`src/rtl/level_sensor_conditioner.sv`:
```
// -----------------------------------------------------------------------------
// level_sensor_conditioner
//
// Purpose:
//   Conditions the three raw level-sensor switches that feed the pump-control
//   FSM. It synchronises and debounces each switch, publishes the stable
//   levels with a one-cycle change strobe, and raises a sticky fault when the
//   tank sensors stay inconsistent: max reads wet while min reads dry.
//
// Ports:
//   clk_2          in   1  system clock; the whole block runs in this domain
//   reset          in   1  synchronous, active-high reset
//   sens_raw       in   3  raw switches: [0] cistern min, [1] tank max, [2] tank min
//   sens_stable    out  3  debounced levels, same bit order as sens_raw
//   sens_valid     out  1  high once the startup fill has completed
//   sens_change    out  1  one-cycle pulse after any sens_stable bit updates
//   fault          out  1  sticky tank-sensor inconsistency flag
//   fault_snapshot out  3  sens_stable captured on the edge where fault rises
//   glitch_cnt     out  8  (LSC_GLITCH_CNT_EN only) saturating count of
//                          rejected glitches
//
// Optional feature:
//   Define LSC_GLITCH_CNT_EN to add the glitch_cnt output and its counter.
// -----------------------------------------------------------------------------
module level_sensor_conditioner #(
  parameter int DEBOUNCE_CYCLES = 4,
  parameter int CNT_W           = 3,
  parameter int FAULT_PERSIST   = 2
) (
  input  logic       clk_2,
  input  logic       reset,
  input  logic [2:0] sens_raw,
  output logic [2:0] sens_stable,
  output logic       sens_valid,
  output logic       sens_change,
  output logic       fault,
  output logic [2:0] fault_snapshot
`ifdef LSC_GLITCH_CNT_EN
  ,
  output logic [7:0] glitch_cnt
`endif
);

  localparam int PCNT_W = (FAULT_PERSIST > 1) ? $clog2(FAULT_PERSIST) : 1;

  localparam logic [CNT_W-1:0]  DEB_LAST  = CNT_W'(DEBOUNCE_CYCLES - 1);
  localparam logic [CNT_W-1:0]  INIT_LAST = CNT_W'(DEBOUNCE_CYCLES + 1);
  localparam logic [PCNT_W-1:0] PCNT_LAST = PCNT_W'(FAULT_PERSIST - 1);

  typedef enum logic [1:0] {
    S_INIT  = 2'd0,
    S_RUN   = 2'd1,
    S_FAULT = 2'd2
  } state_t;

  state_t                  state;
  logic [2:0]              sync1;
  logic [2:0]              sync2;
  logic [CNT_W-1:0]        init_cnt;
  logic [2:0][CNT_W-1:0]   cnt;
  logic [PCNT_W-1:0]       pcnt;

  logic [2:0]              deb_stable;
  logic [2:0]              deb_update;
  logic [2:0][CNT_W-1:0]   deb_cnt;
  logic                    inconsistent;

  // Two-flop synchroniser per switch. Nothing downstream looks at sync1.
  always_ff @(posedge clk_2) begin
    if (reset) begin
      sync1 <= '0;
      sync2 <= '0;
    end else begin
      sync1 <= sens_raw;
      sync2 <= sync1;
    end
  end

  // Next-state debounce for each channel. A channel's counter runs while
  // sync2 disagrees with the stable level. The level flips on the
  // DEBOUNCE_CYCLES-th consecutive disagreeing edge. Any agreement resets
  // the run.
  always_comb begin
    deb_stable = sens_stable;
    deb_update = '0;
    for (int i = 0; i < 3; i++) begin
      deb_cnt[i] = '0;
      if (sync2[i] != sens_stable[i]) begin
        if (cnt[i] == DEB_LAST) begin
          deb_stable[i] = sync2[i];
          deb_update[i] = 1'b1;
        end else begin
          deb_cnt[i] = cnt[i] + CNT_W'(1);
        end
      end
    end
  end

  // Fault detection looks at the registered stable level. Values loaded this
  // edge are therefore first judged on the following edge.
  assign inconsistent = sens_stable[1] & ~sens_stable[2];

  // Main FSM. S_INIT waits for the synchroniser to fill, then loads the
  // stable levels directly. A startup load is not a change, so it emits no
  // strobe. S_RUN debounces and watches for persistent inconsistency.
  // S_FAULT keeps debouncing, holds fault high, and has no exit other than
  // reset.
  always_ff @(posedge clk_2) begin
    if (reset) begin
      state          <= S_INIT;
      init_cnt       <= '0;
      cnt            <= '0;
      pcnt           <= '0;
      sens_stable    <= '0;
      sens_valid     <= 1'b0;
      sens_change    <= 1'b0;
      fault          <= 1'b0;
      fault_snapshot <= '0;
    end else begin
      sens_change <= 1'b0;
      case (state)
        S_INIT: begin
          if (init_cnt == INIT_LAST) begin
            sens_stable <= sync2;
            sens_valid  <= 1'b1;
            state       <= S_RUN;
          end else begin
            init_cnt <= init_cnt + CNT_W'(1);
          end
        end
        S_RUN, S_FAULT: begin
          sens_stable <= deb_stable;
          cnt         <= deb_cnt;
          sens_change <= |deb_update;
          if (state == S_RUN) begin
            if (inconsistent) begin
              if (pcnt == PCNT_LAST) begin
                fault          <= 1'b1;
                fault_snapshot <= sens_stable;
                state          <= S_FAULT;
              end else begin
                pcnt <= pcnt + PCNT_W'(1);
              end
            end else begin
              pcnt <= '0;
            end
          end
        end
        default: state <= S_INIT;
      endcase
    end
  end

`ifdef LSC_GLITCH_CNT_EN
  logic glitch_abort;

  // A glitch is a debounce run that ends without an update. This happens
  // when a channel has a non-zero count and sync2 agrees with the stable
  // level again. Several channels aborting on one edge count as one glitch.
  always_comb begin
    glitch_abort = 1'b0;
    for (int i = 0; i < 3; i++) begin
      if ((cnt[i] != '0) && (sync2[i] == sens_stable[i])) begin
        glitch_abort = 1'b1;
      end
    end
  end

  // Saturating glitch counter. It counts only once debouncing is active.
  always_ff @(posedge clk_2) begin
    if (reset) begin
      glitch_cnt <= '0;
    end else if ((state != S_INIT) && glitch_abort && (glitch_cnt != 8'hFF)) begin
      glitch_cnt <= glitch_cnt + 8'd1;
    end
  end
`endif

endmodule

```
`config.mk`:
```
export PLATFORM = sky130hd
export DESIGN_NAME = level_sensor_conditioner
export DESIGN_NICKNAME = d
export VERILOG_FILES = /design/src/rtl/level_sensor_conditioner.sv
export SDC_FILE = /design/constraint.sdc
export NUM_CORES = 1
export LEC_CHECK = 0
export BUFFER_PORTS_ARGS = -buffer_cell sky130_fd_sc_hd__buf_2
export CORE_ASPECT_RATIO = 0.9
export CORE_MARGIN = 4
export CORE_UTILIZATION = 60
export DETAILED_ROUTE_END_ITERATION = 10
export HOLD_SLACK_MARGIN = 0.05
export PLACE_DENSITY_LB_ADDON = 0.25
export REMOVE_ABC_BUFFERS = 1
export SETUP_SLACK_MARGIN = 0.4
export SLEW_MARGIN = 20
export SYNTH_ARGS = -nofsm -noshare
export SYNTH_HDL_FRONTEND = slang
export SYNTH_SLANG_ARGS = --single-unit
```
`constraint.sdc`:
```
create_clock -name clk_2 -period 4.1 [get_ports clk_2]
set_input_delay 1.025 -clock clk_2 [delete_from_list [all_inputs] [get_ports clk_2]]
set_output_delay 1.025 -clock clk_2 [all_outputs]
set_load 0.005 [all_outputs]
```
==> summary.md <==
| Metric | Value |
|---|---|
| Final core utilization | `73.6%` |
| Root buffer cell | `clkbuf_4` |
| Leak | `0.612 nW` |
| First-pass GRT wire length | `4420 um` |
| Setup tns final | `0 ps` |
| Worst Tran Pin Value | `561 ps` |
| Post-CTS sizing | `0` |
| Via count | `999` |
| Slew Limit Fails | `0` |
| CP endpoint kind | `primary output` |
| Crit path cell chain | `buf_2` |
| Hold_sp | `sync1[1]` |
| Layout overhead on the synthesized area | `11.8%` |
| Type of origin of the critical path | `register` |
| Crit path required time | `3070 ps` |
| Top delay family on crit path | `flip-flops` |
| Synth area leaders | `dfxtp_1 (45%), ha_1 (8.5%), nand2b_1 (6.6%), a21oi_1 (3.8%), mux2i_1 (3.8%)` |
| Top cell type's share of synthesized area | `45.5%` |
| Max VDD drop | `0.000316 V` |
| DRT Pass-1 Iters | `4` |
| Io pins | `14` |
| Hold Path Class | `reg2reg` |
| Total power | `0.664 mW` |
| Synthesis-stage register bit count | `30` |
| Setup WS post-layout | `2170 ps` |
| Slowest cell on crit path | `dfxtp_1` |
| Routability congestion estimate | `0.706` |
| Die Width | `57.5 um` |
| Synthesized area per cell | `9.64 um2` |
| Clock Sinks | `30` |
| Kind of critical path | `reg2out` |
| Count of final setup violators | `0` |
| Die Ht | `52.5 um` |
| Clock-pin slew on the worst setup and hold paths | `90 ps` |
| Largest net degree at the start of global routing | `35` |
| Port Buffers | `13` |
| Tmin final | `1930 ps` |
| Slew Limit Headroom | `62.6%` |
| Part of the cycle the worst path needs | `47.0%` |
| # nets final | `167` |
| Hold depth | `1` |
| Worst-case reg-to-reg path depth | `5` |
| Yosys top cell by area | `dfxtp_1` |
| Sequential fraction of the synthesis area | `45.5%` |
| Die ar. | `3020 um2` |
| Synth unique cells | `34` |
| Worst R2R Setup Slack | `2270 ps` |
| Iteration-0 DRC Markers | `18` |
| Via density | `5.58` |
| Dpl hpwl | `1720 um` |
| Share of layout cells above drive strength 1 | `15.6%` |
| Max-cap viol count | `0` |
| Final Hold Fails | `0` |
| Clk_lat worst skew | `330 ps` |
| DRC errors left | `0` |
| CTS max path bufs | `2` |
| RR Endpoint | `cnt[5]` |
| Vias in the first global route | `1,018` |
| Initial Utilization | `65.8%` |
| Setup WS pre-CTS | `2240 ps` |
| WP data arrival | `900 ps` |
| Buf/Inv on CP | `1` |
| Critical-path maximum fanout | `6` |
| Synth warnings | `0` |
| Netlist Area Pre-Place | `1320 um2` |
| GRT Total Usage | `19.4%` |
| Skew final | `7.71 ps` |
| Commonest non-fill, non-tap cells in the layout | `dfxtp_1 (30), nand2b_1 (14), buf_2 (13)` |
| # rows | `15` |
| RSZ-0062 raised after global routing | `no` |
| CTS tree | `built` |
| Wirelength per Cell | `13.3 um` |
| Core region area | `2010 um2` |
| Achievable Freq | `519 MHz` |
| Syn Inst Count | `137` |
| Most common cell after layout, fill and taps aside | `dfxtp_1` |
| Antenna Cells | `0` |
| Outcome | `completed` |
| Total CTS buffers | `5` |
| Detail Route Antenna Nets | `0` |
| Max H-tree Level | `2` |
| Hold Buf Count CTS | `0` |
| Reg-to-reg startpoint | `state[0]` |
| Drt total wl | `2390 um` |
| Grt total ovfl | `0` |
| CP peak stage delay | `430 ps` |
| PwrDens | `449 nW/um2` |
| Post-CTS setup buffers | `0` |
| Worst Hold Endpoint | `sync2[1]` |
| Initial antenna violation count | `0` |
Yosys cell counts:
library cell   n
a211oi_1       4
nand2b_1      14
nand3b_1       1
or2_0          1
nand3_1        2
or3_1          1
ha_1           9
xnor2_1        1
clkinv_1       1
o211ai_1       2
nor2b_1        6
nor2_1        11
and3b_1        1
a21bo_1        1
o21ai_0        1
a21oi_2        1
clkbuf_1       1
xor2_1         3
a21boi_2       1
nand4_1        1
buf_1          1
a311oi_1       1
nand4b_1       3
a21oi_1       10
nand2_1        6
nor3b_1        4
a31oi_1        1
dfxtp_1       30
mux2i_1        5
buf_2          2
and4b_1        1
inv_1          7
or2b_1         2
a221oi_2       1
stage by stage:
step	instance area, um2	hold slack, ps	instances
after floorplan	1300	414	133
after global placement	1400	417	171
after detailed placement	1400	435	171
after CTS	1480	450	179
after global routing	1480	466	179
final	1480	447	179
power by group:
group / switching [mW] / internal [mW] / total, mW / leakage, nW
combinational: 0.0652 / 0.0456 / 0.111 / 0.323
clock: 0.102 / 0.126 / 0.228 / 0.0450
sequential: 0.0161 / 0.309 / 0.325 / 0.244
total: 0.183 / 0.481 / 0.664 / 0.612
cell type report:
cell class,instances,area (um2)
Fill cell,149,531
Clock buffer,5,37.5
Sequential cell,30,601
Inverter,8,30.0
Clock inverter,3,40.0
Multi-Input combinational cell,95,673
Tap cell,25,31.3
Timing Repair Buffer,13,65.1
cells by family (layout without fill, tap and decap cells):
| family | after synthesis | after routing | share of synthesized area [%] |
|---|---|---|---|
| flops | 30 | 30 | 45.5 |
| mux | 5 | 5 | 3.79 |
| xor+xnor | 4 | 4 | 2.65 |
| buf+inv | 12 | 29 | 3.60 |
| compound gates | 23 | 23 | 12.1 |
| fa+ha+maj | 9 | 9 | 8.52 |
| simple gates | 54 | 54 | 23.9 |
how the worst max path moves through the flow:
stage	from	end	slack [ps]	cells past startpoint
finish	sens_stable[1]	sens_stable[1]	2170	1
floorplan	state[0]	sens_stable[0]	2610	5
global placement	reset	sens_stable[0]	2290	3
detailed placement	reset	state[0]	2240	3
CTS	sens_stable[2]	sens_stable[2]	2140	1
global route	sens_stable[2]	sens_stable[2]	2080	1
metal layers:
layer	up-vias	track usage, %	wire length [um]
met2	22	33.3	1180
met4	0	8.49	25
met1	474	21.9	1070
met3	3	6.40	113
li1	500	-	-
met5	-	0	0
state kept, by name, indices dropped and copies added (netlist names):
signal	count
cnt	9
fault_snapshot	3
init_cnt	3
sens_stable	3
sync1	3
sync2	3
state	2
fault	1
pcnt	1
sens_change	1
sens_valid	1
Note: power is estimated with default switching activity, not from simulation.
